--- src/rtl/ex_muldiv_seq_if.sv ---
// Handshake/operand bundle between the EX stage and the multiply/divide sequencer.
interface ex_muldiv_seq_if #(
    parameter int unsigned XLEN = 32
);
    logic            start_i;
    logic [2:0]      op_i;
    logic [XLEN-1:0] a_i;
    logic [XLEN-1:0] b_i;
    logic            flush_i;
    logic            stall_o;
    logic            busy_o;
    logic            result_valid_o;
    logic [XLEN-1:0] result_o;

    // EX-stage side: issues operations, consumes stall and result.
    modport master (
        output start_i, op_i, a_i, b_i, flush_i,
        input  stall_o, busy_o, result_valid_o, result_o
    );

    // Sequencer side.
    modport slave (
        input  start_i, op_i, a_i, b_i, flush_i,
        output stall_o, busy_o, result_valid_o, result_o
    );
endinterface

--- src/rtl/ex_muldiv_seq.sv ---
// Iterative RV32M multiply/divide sequencer beside the EX-stage ALU.
// Shift-add multiply / restoring divide, one bit per cycle, result strobed for one cycle.
module ex_muldiv_seq #(
    parameter int unsigned XLEN  = 32,
    parameter int unsigned CNT_W = 6
) (
    input  logic                 clk,
    input  logic                 rst,
    ex_muldiv_seq_if.slave       bus
);
    typedef enum logic [1:0] {StIdle, StCalc, StDone} stateT;

    localparam logic [XLEN-1:0] MinNeg = {1'b1, {(XLEN-1){1'b0}}};

    stateT             stateQ, stateD;
    logic [CNT_W-1:0]  cntQ, cntD;
    logic [2*XLEN-1:0] accQ, accD;      // mul: {hi, multiplier}; div: {remainder, dividend/quotient}
    logic [XLEN-1:0]   mcandQ, mcandD;  // multiplicand or divisor magnitude
    logic [2:0]        opQ, opD;
    logic              negQ, negD;      // result (product/quotient or remainder) needs negation
    logic [XLEN-1:0]   resultQ, resultD;

    // Operand decode for the op currently presented by EX.
    logic            isDiv, aSigned, bSigned, aNeg, bNeg;
    logic [XLEN-1:0] aMag, bMag;

    // Single iteration of the running operation and its final fix-up.
    logic [XLEN:0]     mulSum, divTrial;
    logic [2*XLEN-1:0] mulAcc, divAcc, stepAcc, prod;
    logic [XLEN-1:0]   quot, rem, fixed;

    // Decode signedness and form operand magnitudes.
    always_comb begin
        isDiv   = bus.op_i[2];
        // MUL low half is sign-agnostic, so it is handled as unsigned.
        aSigned = isDiv ? !bus.op_i[0] : (bus.op_i == 3'b001 || bus.op_i == 3'b010);
        bSigned = isDiv ? !bus.op_i[0] : (bus.op_i == 3'b001);
        aNeg    = aSigned && bus.a_i[XLEN-1];
        bNeg    = bSigned && bus.b_i[XLEN-1];
        aMag    = aNeg ? -bus.a_i : bus.a_i;
        bMag    = bNeg ? -bus.b_i : bus.b_i;
    end

    // One shift-add / shift-subtract step and the sign fix-up of its outcome.
    always_comb begin
        mulSum   = {1'b0, accQ[2*XLEN-1:XLEN]} + {1'b0, (accQ[0] ? mcandQ : {XLEN{1'b0}})};
        mulAcc   = {mulSum, accQ[XLEN-1:1]};
        divTrial = accQ[2*XLEN-1:XLEN-1] - {1'b0, mcandQ};
        divAcc   = divTrial[XLEN] ? {accQ[2*XLEN-2:0], 1'b0}
                                  : {divTrial[XLEN-1:0], accQ[XLEN-2:0], 1'b1};
        stepAcc  = opQ[2] ? divAcc : mulAcc;
        prod     = negQ ? -stepAcc : stepAcc;
        quot     = negQ ? -stepAcc[XLEN-1:0] : stepAcc[XLEN-1:0];
        rem      = negQ ? -stepAcc[2*XLEN-1:XLEN] : stepAcc[2*XLEN-1:XLEN];
        unique case (opQ)
            3'b000:          fixed = prod[XLEN-1:0];
            3'b001, 3'b010,
            3'b011:          fixed = prod[2*XLEN-1:XLEN];
            3'b100, 3'b101:  fixed = quot;
            default:         fixed = rem;
        endcase
    end

    // Next-state logic: accept, iterate, present result, flush.
    always_comb begin
        stateD  = stateQ;
        cntD    = cntQ;
        accD    = accQ;
        mcandD  = mcandQ;
        opD     = opQ;
        negD    = negQ;
        resultD = resultQ;
        unique case (stateQ)
            StIdle: begin
                if (bus.start_i && !bus.flush_i) begin
                    opD  = bus.op_i;
                    cntD = CNT_W'(XLEN - 1);
                    negD = (isDiv && bus.op_i[1]) ? aNeg : (aNeg ^ bNeg);
                    if (isDiv && bus.b_i == '0) begin
                        resultD = bus.op_i[1] ? bus.a_i : {XLEN{1'b1}};
                        stateD  = StDone;
                    end else if (isDiv && !bus.op_i[0] && bus.a_i == MinNeg
                                 && bus.b_i == {XLEN{1'b1}}) begin
                        resultD = bus.op_i[1] ? {XLEN{1'b0}} : MinNeg;
                        stateD  = StDone;
                    end else begin
                        accD   = {{XLEN{1'b0}}, (isDiv ? aMag : bMag)};
                        mcandD = isDiv ? bMag : aMag;
                        stateD = StCalc;
                    end
                end
            end
            StCalc: begin
                if (bus.flush_i) begin
                    stateD = StIdle;
                end else begin
                    accD = stepAcc;
                    cntD = cntQ - CNT_W'(1);
                    if (cntQ == '0) begin
                        resultD = fixed;
                        stateD  = StDone;
                    end
                end
            end
            StDone:  stateD = StIdle;
            default: stateD = StIdle;
        endcase
    end

    // State registers with synchronous reset.
    always_ff @(posedge clk) begin
        if (rst) begin
            stateQ  <= StIdle;
            cntQ    <= '0;
            accQ    <= '0;
            mcandQ  <= '0;
            opQ     <= '0;
            negQ    <= 1'b0;
            resultQ <= '0;
        end else begin
            stateQ  <= stateD;
            cntQ    <= cntD;
            accQ    <= accD;
            mcandQ  <= mcandD;
            opQ     <= opD;
            negQ    <= negD;
            resultQ <= resultD;
        end
    end

    // Outputs; stall is combinational so the op is held in EX from its first cycle.
    always_comb begin
        bus.stall_o        = ((stateQ == StIdle) && bus.start_i && !bus.flush_i)
                           || ((stateQ == StCalc) && !bus.flush_i);
        bus.busy_o         = (stateQ != StIdle);
        bus.result_valid_o = (stateQ == StDone) && !bus.flush_i;
        bus.result_o       = resultQ;
    end
endmodule

--- src/flat_wrapper.sv ---
// flat-port wrapper written by rule: the top's interface ports become plain ports
module ex_muldiv_seq_flat 
#(
    parameter int unsigned XLEN  = 32,
    parameter int unsigned CNT_W = 6
)
  (clk, rst, bus_start_i, bus_op_i, bus_a_i, bus_b_i, bus_flush_i, bus_stall_o, bus_busy_o, bus_result_valid_o, bus_result_o);
  ex_muldiv_seq_if #(.XLEN(XLEN)) bus_i ();
  input  logic clk;
  input  logic rst;
  input wire logic [$bits(bus_i.start_i)-1:0] bus_start_i;
  input wire logic [$bits(bus_i.op_i)-1:0] bus_op_i;
  input wire logic [$bits(bus_i.a_i)-1:0] bus_a_i;
  input wire logic [$bits(bus_i.b_i)-1:0] bus_b_i;
  input wire logic [$bits(bus_i.flush_i)-1:0] bus_flush_i;
  output wire logic [$bits(bus_i.stall_o)-1:0] bus_stall_o;
  output wire logic [$bits(bus_i.busy_o)-1:0] bus_busy_o;
  output wire logic [$bits(bus_i.result_valid_o)-1:0] bus_result_valid_o;
  output wire logic [$bits(bus_i.result_o)-1:0] bus_result_o;
  assign bus_i.start_i = bus_start_i;
  assign bus_i.op_i = bus_op_i;
  assign bus_i.a_i = bus_a_i;
  assign bus_i.b_i = bus_b_i;
  assign bus_i.flush_i = bus_flush_i;
  assign bus_stall_o = bus_i.stall_o;
  assign bus_busy_o = bus_i.busy_o;
  assign bus_result_valid_o = bus_i.result_valid_o;
  assign bus_result_o = bus_i.result_o;
  ex_muldiv_seq #(.XLEN(XLEN), .CNT_W(CNT_W)) u_core (.clk(clk), .rst(rst), .bus(bus_i));
endmodule
--- config.mk ---
export PLATFORM = sky130hd
export DESIGN_NAME = ex_muldiv_seq_flat
export DESIGN_NICKNAME = d
export VERILOG_FILES = /design/src/rtl/ex_muldiv_seq_if.sv /design/src/rtl/ex_muldiv_seq.sv /design/src/flat_wrapper.sv
export SDC_FILE = /design/constraint.sdc
export NUM_CORES = 1
export LEC_CHECK = 0
export CORE_ASPECT_RATIO = 0.9
export CORE_MARGIN = 2
export CORE_UTILIZATION = 35
export CTS_CLUSTER_SIZE = 25
export DETAILED_ROUTE_END_ITERATION = 7
export GPL_ROUTABILITY_DRIVEN = 0
export GPL_TIMING_DRIVEN = 0
export HOLD_SLACK_MARGIN = 0.1
export REMOVE_ABC_BUFFERS = 1
export SLEW_MARGIN = 20
export SYNTH_ARGS = -nofsm -noshare
export SYNTH_HDL_FRONTEND = slang
export SYNTH_SLANG_ARGS = --single-unit
--- constraint.sdc ---
create_clock -name clk -period 5.71 [get_ports clk]
set_input_delay 1.142 -clock clk [delete_from_list [all_inputs] [get_ports clk]]
set_output_delay 1.142 -clock clk [all_outputs]
set_load 0.01 [all_outputs]
### Yosys cells after proc, flatten, opt, wreduce, memory -nomap -nowiden

Index checks and enable logic that the tools add are counted.

* register bits: 140
* output and inout bits: 35
* logic and storage cells: 102

* add/subtract/negate cells: 8
* equality and inequality tests: 18
* multiplexer cells: 36
* bitwise operators: 3
* reductions and logical operators: 30

Operator list (count)
* 32-bit 2-to-1 mux: 14
* 64-bit 2-to-1 mux: 7
* 32-bit negation: 4
* 64-bit one-hot mux with 2 select lines: 1
* 32-bit one-hot mux with 3 select lines: 1
* 32-bit equality test, second input constant: 2
* 64-bit negation: 1
* 32-bit one-hot mux with 2 select lines: 1
* 32-bit by 32-bit adder with 33-bit output: 1
* 33-bit by 32-bit subtractor with 33-bit output: 1
* 32-bit logical NOT: 1
* 1-bit logical AND: 12
* 6-bit 2-to-1 mux: 2
* 6-bit one-hot mux with 2 select lines: 1
* 2-bit 2-to-1 mux: 5
* 5-bit AND reduction: 2
* 3-bit by 2-bit equality test with 1-bit output, second input constant: 3
* 3-bit by 1-bit equality test with 1-bit output, second input constant: 2
* 3-bit equality test, second input constant: 2
* 6-bit logical NOT: 1
* 2-bit != test, second input constant: 3
* 6-bit by 1-bit subtractor with 6-bit output, second input constant: 1
* 2-bit by 1-bit != test with 1-bit output, second input constant: 2
* 2-bit one-hot mux with 2 select lines: 1
* 17 further kinds: 24

### Logic depth before layout (Yosys ltp)

* word-level depth: 10
* depth in mapped cells: 23
* gate-level depth less buffers: 22

### Worst setup path after synthesis

Ideal clock, no wire load.

* path type: register to register
* from: reg u_core.accQ[31]
* to: reg u_core.resultQ[28], in the netlist u_core.bus.result_o[28]
* setup time: 0.074 ns
* data arrival time: 4.724 ns
* path slack: 0.912 ns
* cell stages (with the launch flop): 19
* buffers on the path: 1
* clock period less this slack: 4.798 ns
* cell sequence: dfxtp_1 inv_1 ha_1 inv_1 fa_1 a211oi_2 nor3_1 o2111ai_2 nand4b_4 a211oi_4 buf_4 mux2i_1 mux2i_1 ha_1 o211ai_1 or3_4 or3_1 or4_1 a31oi_1

* word-level cells in the longest chain between the ends: 9
* elaborated cells between the ends (all ways): 13
* classes of those cells: add/sub (4); mux (9)

RTL lines
* start: declaration: RTL line ex_muldiv_seq.sv:17 `logic [2*XLEN-1:0] accQ, accD;`
* start signal: assignment: RTL line ex_muldiv_seq.sv:115 `accQ <= '0;`
* start signal: assignment: RTL line ex_muldiv_seq.sv:123 `accQ <= accD;`
* 33-bit by 32-bit subtractor with 33-bit output: RTL line ex_muldiv_seq.sv:48 `divTrial = accQ[2*XLEN-1:XLEN-1] - {1'b0, mcandQ};`
* 64-bit 2-to-1 mux: RTL line ex_muldiv_seq.sv:49 `divAcc = divTrial[XLEN] ? {accQ[2*XLEN-2:0], 1'b0}`
* 64-bit 2-to-1 mux (*): RTL line ex_muldiv_seq.sv:51 `stepAcc = opQ[2] ? divAcc : mulAcc;`
* 64-bit negation (tied with other cells): RTL line ex_muldiv_seq.sv:52 `prod = negQ ? -stepAcc : stepAcc;`
* 64-bit 2-to-1 mux (tied with other cells): RTL line ex_muldiv_seq.sv:52
* 32-bit one-hot mux with 3 select lines (*): RTL line ex_muldiv_seq.sv:55 `unique case (opQ)`
* 32-bit 2-to-1 mux (*): RTL line ex_muldiv_seq.sv:99 `if (cntQ == '0) begin`
* 32-bit 2-to-1 mux (*): RTL line ex_muldiv_seq.sv:94 `if (bus.flush_i) begin`
* 32-bit one-hot mux with 2 select lines (*): RTL line ex_muldiv_seq.sv:73 `unique case (stateQ)`
* end signal: assignment: RTL line ex_muldiv_seq.sv:127 `resultQ <= resultD;`
* end: declaration: RTL line ex_muldiv_seq.sv:21 `logic [XLEN-1:0] resultQ, resultD;`

Mark *: on every way between the ends. The rest lies on a longest branch, timed or not. The select of a mux whose other input is x is not followed.
A chain may end at the register's enable or synchronous reset.

### Worst setup path in the final report

Same ends and word-level chain as after synthesis.

==> flow_metrics.env <==
export IMPL_clock_skew_ps=9.22
export IMPL_start_util_pct=35.2
export IMPL_route_vias_total=18400
export IMPL_coreArea_um2=46300
export IMPL_multi_input_area_um2=12800
export IMPL_rsz0062_at_grt="no"
export IMPL_syn_area_per_cell_um2=6.91
export IMPL_place_ws_ps=-930
export IMPL_seq_area_um2=2810
export IMPL_power_total_uw=3630
export IMPL_grt_antenna_before_repair=0
export IMPL_viasPerCell=6.17
export IMPL_areaGrowthSynthToFinish_pct=14.7
export IMPL_ctsHoldBuffers=0
export IMPL_synth_most_common_cell="nand2_1"
export IMPL_min_delay_start="u_core.mcandQ[2]"
export IMPL_cp_max_fo=13
export IMPL_timing_hold_ws_ps=476
export IMPL_die_y_um=209
export IMPL_run_status="complete, no violations"
export IMPL_insertion_delay_ps=450
export IMPL_cts_tree="yes"
export IMPL_critical_path_class="flip-flop to flip-flop"
export IMPL_synth_commonest_cells="nand2_1 (260), nor2_1 (252), a21oi_1 (190)"
export IMPL_p_comb_share_pct=37.0
export IMPL_hold_path_depth=2
export IMPL_critPathRequiredTime_ps=6030
export IMPL_drt_first_pass_iters=5
export IMPL_internal_power_uw=2220
export IMPL_hold_violations=0
export IMPL_synthArstFlopShare_pct=0
export IMPL_dieWidth_um=232
export IMPL_max_cap_violations=0
export IMPL_critical_path_cell_chain="inv_1 > ha_1 > inv_1 > fa_2 > a211oi_4 > nor3_2 > o2111ai_2 > buf_4 > nand4b_4 > a211oi_4 > buf_6 > mux2i_1 > mux2i_4 > ha_1 > o211a_1 > nand4_1 > or2_1 > or4_1 > a31oi_1 > a31oi_1"
export IMPL_p_switching_uw=1410
export IMPL_worstSetupStartpointType="flip-flop"
export IMPL_min_period_over_period_pct=97.4
export IMPL_clock_path_buffers=2
export IMPL_wl_mm=64.3
export IMPL_max_stage_delay_ps=540
export IMPL_finalSetupViolCount=0
export IMPL_dp_hpwl_mm=49.5
export IMPL_cts_sinks=140
export IMPL_pin_count=106
export IMPL_synth_top_area_cell="dfxtp_1"
export IMPL_grt_pass1_vias=17000
export IMPL_r2r_setup_slack_ps=150
export IMPL_drive_above_1_share_pct=6.69
export IMPL_grt_pass1_wl_mm=99.1
export IMPL_syn_area_um2=16300
export IMPL_drt_iter0_markers=2217
export IMPL_fin_area_um2=18700
export IMPL_synth_edff_count=0
export IMPL_grt_ovfl_total=0
export IMPL_num_fill_cells=4839
export IMPL_die_area_um2=48300
export IMPL_drc_errors=0
export IMPL_grt_max_degree=94
export IMPL_cts_inserted_buffers=17
export IMPL_relSlewSlack_pct=21.1
export IMPL_grtUsageTotal_pct=26.0
export IMPL_synth_area_leaders="dfxtp_1 (17%), nand2_1 (6.0%), a21oi_1 (5.8%)"
export IMPL_layout_setup_ws_ps=149
export IMPL_cts_max_level=4
export IMPL_ys_types=91
export IMPL_switching_share_pct=38.8
export IMPL_dp_cells=2939
export IMPL_nets=2495
export IMPL_yosysSeqAreaShare_pct=17.2
export IMPL_yosys_warnings=0
export IMPL_clkPwrFrac_pct=32.6
export IMPL_synth_main_ff_cell="dfxtp_1"
export IMPL_min_to="u_core.mcandQ[2]"
export IMPL_synth_cells=2358
export IMPL_r2r_end="u_core.bus.result_o[28]"
export IMPL_drv_slew=0
export IMPL_drtAntennaViolNets=0
export IMPL_p_leak_uw=0.00683
export IMPL_path_buf_inv=4
export IMPL_n_antenna_cell=0
export IMPL_arrival_ps=5880
export IMPL_cp_end_kind="flip-flop"
export IMPL_synth_top_area_share_pct=17.2
export IMPL_final_cell_count_no_fill=2979
export IMPL_slowest_stage="or4_1"
export IMPL_rows=75
export IMPL_fin_crit_ps=5560
export IMPL_tightest_slew_ps=1180
export IMPL_placed_area_um2=17800
export IMPL_r2r_start="u_core.accQ[31]"
export IMPL_path_clk_slew_ps=60
export IMPL_seqPwrFrac_pct=30.3
export IMPL_fmax_ghz=0.180
export IMPL_powerDensity_nw_per_um2=194
export IMPL_wl_per_cell_um=21.6
export IMPL_ys_seq_elements=140
export IMPL_power_ir_vdd_worst_uv=215
export IMPL_worst_path_dominant_cell_family="compound AO/OA/AOI/OAI gates"
export IMPL_clock_root_buffer="clkbuf_16"
export IMPL_r2r_cells=20
export IMPL_min_path_type="flip-flop to flip-flop"
export IMPL_portBuffers=105
-- how the worst max path moves through the flow --
stage | start | end | slack, ps | cells past startpoint
CTS | u_core.accQ[31] | u_core.bus.result_o[30] | 50 | 22
global route | u_core.accQ[31] | u_core.bus.result_o[15] | 7 | 17
finish | u_core.accQ[31] | u_core.bus.result_o[28] | 150 | 20
detailed placement | bus_b_i[6] | u_core.bus.result_o[22] | -930 | 15
global placement | bus_op_i[2] | u_core.bus.result_o[22] | -5790 | 12
floorplan | u_core.opQ[2] | u_core.bus.result_o[26] | -1360 | 14
-- placed cells by master (no fill, tap or decap), types with 33 or more instances in the layout --
master,synthesis,final
a211oi_1,40,40
a21oi_1,190,190
a22oi_1,33,33
a31oi_1,46,45
and2_1,52,50
clkdlybuf4s50_1,0,103
dfxtp_1,140,137
ha_1,71,70
inv_1,89,86
mux2i_1,62,61
nand2_1,260,256
nand3_1,38,37
nor2_1,252,247
nor3_1,81,79
o211ai_1,77,77
o21ai_0,155,154
xnor2_1,104,104
xor2_1,61,61
-- routing by layer --
layer | part of all wire (%) | GRT usage (%) | vias to the layer above
met5 | 0 | 0 | -
met4 | 3.6 | 9.68 | 0
met2 | 44 | 41.3 | 893
met1 | 44 | 35.6 | 8699
li1 | - | - | 8664
met3 | 8.2 | 3.70 | 130
-- through the flow --
step           util (%)  setup TNS, ps
2_1_floorplan         -         -31560
3_3_place_gp       37.8        -445850
3_5_place_dp       38.5         -13920
4_1_cts            40.2              0
5_1_grt            40.4              0
6_report           40.4              0
-- registers in the layout (all words and copies together), names as in the netlist --
register	flops
u_core.opQ	3
u_core.cntQ	6
u_core.accQ	64
u_core.negQ	1
u_core.stateQ	2
u_core.bus.result_o	32
u_core.mcandQ	32
-- logic make-up after synthesis --
logic type | share of synthesized area [%]
XOR/XNOR | 8.86
AO/OA/AOI/OAI | 32.1
buffers and inverters | 5.86
AND/OR/NAND/NOR | 25.5
adder cells (fa/ha/maj) | 5.69
multiplexers | 4.80
flip-flops | 17.2
-- power by group through the flow --
stage	logic [µW]	registers (µW)	clock network, µW
after global routing	1460	1110	1230
final	1340	1100	1180
after detailed placement	1270	1120	0
after floorplan	834	1100	0
after global placement	1230	1130	0
after CTS	1300	1100	1190
-- what timing repair did --
action                                 CTS  global route
gates resized for setup                 25            17
setup endpoints to repair               26            20
gates cloned                             0             0
endpoints found under the hold margin    0             0
buffers inserted                         9             0
pin swaps                                5             4
-- cell type report --
cell class	instances	share of cell area [%]
Inverter	89	1.79
Tap cell	616	4.12
Sequential cell	140	15.0
Timing Repair Buffer	128	7.30
Clock inverter	11	0.776
Clock buffer	20	2.44
Multi-Input combinational cell	1975	68.5
-- worst min-delay path, stage by stage, from the launching register on --
cell	delay [ps]
dfxtp_1	320
nand2_1	60
a21oi_1	50
(Power assumes the default switching activity.)
==> edit (config.mk and constraints unchanged) <==
Encoding of `stateT`: now one-hot (3 bits for 3 states).
--- a/src/rtl/ex_muldiv_seq.sv
+++ b/src/rtl/ex_muldiv_seq.sv
@@ -8,7 +8,7 @@
     input  logic                 rst,
     ex_muldiv_seq_if.slave       bus
 );
-    typedef enum logic [1:0] {StIdle, StCalc, StDone} stateT;
+    typedef enum logic [2:0] {StIdle = 3'b001, StCalc = 3'b010, StDone = 3'b100} stateT;
 
     localparam logic [XLEN-1:0] MinNeg = {1'b1, {(XLEN-1){1'b0}}};
 
Function: same outputs for any inputs over 4 cycles, from zero or initial values and one cycle with rst high; so few cycles prove little.
==> edit against the original RTL <==
  * Maximum frequency decreased by 0.74%
  * Worst setup slack got worse by 0.041 ns
  * Sequential cell count increased by 1
  * Synthesized area decreased by 3.6%
  * Non-clock buffer count increased by 9
  * Power decreased by 5.3%
  * Design area decreased by 2.5%
  * Largest power group unchanged
  * Via count decreased by 3.6%
  * Wire length decreased by 3.8%
==> edit: results (changes against the original RTL) <==
Synthesis
  • Yosys cell types: 97 (+6.6%)
  • Top cells by count, synth: nor2_1 (241), nand2_1 (222), a21oi_1 (202), dfxtp_1 (141), o21ai_0 (141)
  • Seq/Total Area, Yosys: 0.1796 (+0.007693)
  • Syn Inst Count: 2222 (-5.8%)
  • Async set or reset register ratio after synthesis: 0 (unchanged)
  • Synth top area cells: dfxtp_1 (18%), a21oi_1 (6.4%), xnor2_1 (6.1%), nor2_1 (5.8%), ha_1 (5.7%)
  • Synthesis Warnings: 0 (unchanged)

CTS
  • TritonCTS Buffers: 17 (unchanged)
  • Root Buffer: clkbuf_16
  • Worst-Skew Late Latency: 0.45 ns (about the same)
  • Clock slew at reported path FFs: 0.07 ns
  • CTS H-tree lvls: 4 (unchanged)
  • Clk buf depth: 2 (unchanged)

Power and ir drop
  • VDD IR max: 0.1798 mV (-16%)
  • Static leakage: 6.645 nW (-2.8%)

Worst setup path
  • Reg-to-Reg Start: u_core.mcandQ[17]
  • Crit path max fanout: 7 (-6)
  • CP max stage cell: or3_4
  • Crit path max-delay family: compound AO/OA/AOI/OAI gates
  • Slowest Stage Delay on Critical Path: 0.51 ns (-0.03 ns)
  • Setup crit end: u_core.bus.result_o[16]
  • WP data arrival: 5.96 ns (+0.08 ns)

Cells and area
  • Net count, final: 2371 (-5.0%)
  • Antenna diodes: 0 (unchanged)
  • Share of layout cells above drive strength 1: 0.07679 (+0.009922)
  • Post-route insts no fill: 2840 (-4.7%)
  • Max FFs per register: 64 (unchanged)
  • Fillers: 4596 (-5.0%)

Drt
  • Initial DRC Count: 2021 (-8.8%)
  • Drt pass-1 iters: 6 (+1)
  • Via-to-Cell Ratio: 6.239 (+1.1%)
  • Routed WL: 61.87 mm (-3.8%)

Placement
  • DP HPWL: 46.60 mm (-5.8%)
  • Placed cells: 2789 (-5.1%)
  • Post-Place Worst Slack: -0.7267 ns (+0.2033 ns)
  • Port bufs: 105 (unchanged)

Global route
  • Initial antenna violation count: 0 (unchanged)
  • Largest net degree at the start of global routing: 92 (-2.1%)
  • Global Route Usage Sum: 0.2597 (-0.0004147)
  • Vias in the first global route: 16.06k (-5.5%)
  • Global-route wire length before repair: 94.10 mm (-5.0%)

STA
  • Headroom to the max-slew limit: 0.1243 (-0.08670)
  • Skew final: 0.01290 ns (+0.003679 ns)
  • Final worst slack: 0.1076 ns (-0.04148 ns)

Run status
  • Status: finished, final reports clean
-- edit: repair_timing --
item                                    CTS  global route
pin swaps                                 5             6
gates cloned                              1             0
buffers inserted                          7            11
gates resized for setup                  11            29
endpoints found under the setup margin   27            23
-- edit: metal layers --
| layer | global-route usage | wire [um] | part of all wire |
|---|---|---|---|
| met5 | 0 | 0 | 0 |
| met4 | 0.1032 | 2349 | 0.038 |
| met3 | 0.03600 | 5357 | 0.087 |
| met2 | 0.4101 | 27380 | 0.44 |
| met1 | 0.3553 | 26790 | 0.43 |
-- edit: area by class of cell --
| cell class | count | share of cell area |
|---|---|---|
| clock inverters | 15 | 0.008995 |
| inverters | 69 | 0.01428 |
| well taps | 600 | 0.04120 |
| repair buffers | 137 | 0.07979 |
| clock buffers | 17 | 0.02335 |
| multi-input cells | 1861 | 0.6767 |
| flip-flops and latches | 141 | 0.1557 |
-- edit: cells by family (layout without fill, tap and decap cells) --
kind of cell             Yosys count  count (layout)  synth area share
AO/OA/AOI/OAI                    774             775            0.3329
XOR/XNOR                         178             178           0.09920
adder cells (fa/ha/maj)           73              73           0.05907
buffers and inverters            221             238           0.05453
flip-flops                       141             141            0.1796
multiplexers                      52              52           0.03447
AND/OR/NAND/NOR                  783             783            0.2402
-- edit: worst min-delay path, stage by stage (launching register included) --
cell and delay (ns):
dfxtp_1 0.32, nand2_1 0.06, a21oi_1 0.05
-- edit: worst min-delay path by stage --
stage                        end         startpoint  cells past startpoint  slack [ns]
3_3_place_gp    u_core.mcandQ[5]   u_core.mcandQ[5]                      2        0.46
3_5_place_dp    u_core.mcandQ[3]   u_core.mcandQ[3]                      2        0.46
5_1_grt         u_core.mcandQ[3]   u_core.mcandQ[3]                      2        0.49
4_1_cts         u_core.mcandQ[3]   u_core.mcandQ[3]                      2        0.47
6_report        u_core.mcandQ[3]   u_core.mcandQ[3]                      2        0.47
2_1_floorplan  u_core.mcandQ[10]  u_core.mcandQ[10]                      2        0.43
-- edit: where the power goes --
group          internal [mW]  switching [mW]  total (mW)
logic                  0.452           0.723        1.18
registers               1.02          0.0698        1.09
clock network          0.648           0.519        1.17
total                   2.12            1.31        3.44
-- edit: through the flow --
stage | area, um^2 | setup TNS (ns) | util
2_1_floorplan | 15120 | -48.09 | -
3_3_place_gp | 16920 | -496.06 | 0.3827
3_5_place_dp | 17280 | -20.11 | 0.3909
4_1_cts | 17980 | 0 | 0.4067
5_1_grt | 18220 | -0.009054 | 0.4122
6_report | 18220 | 0 | 0.4122
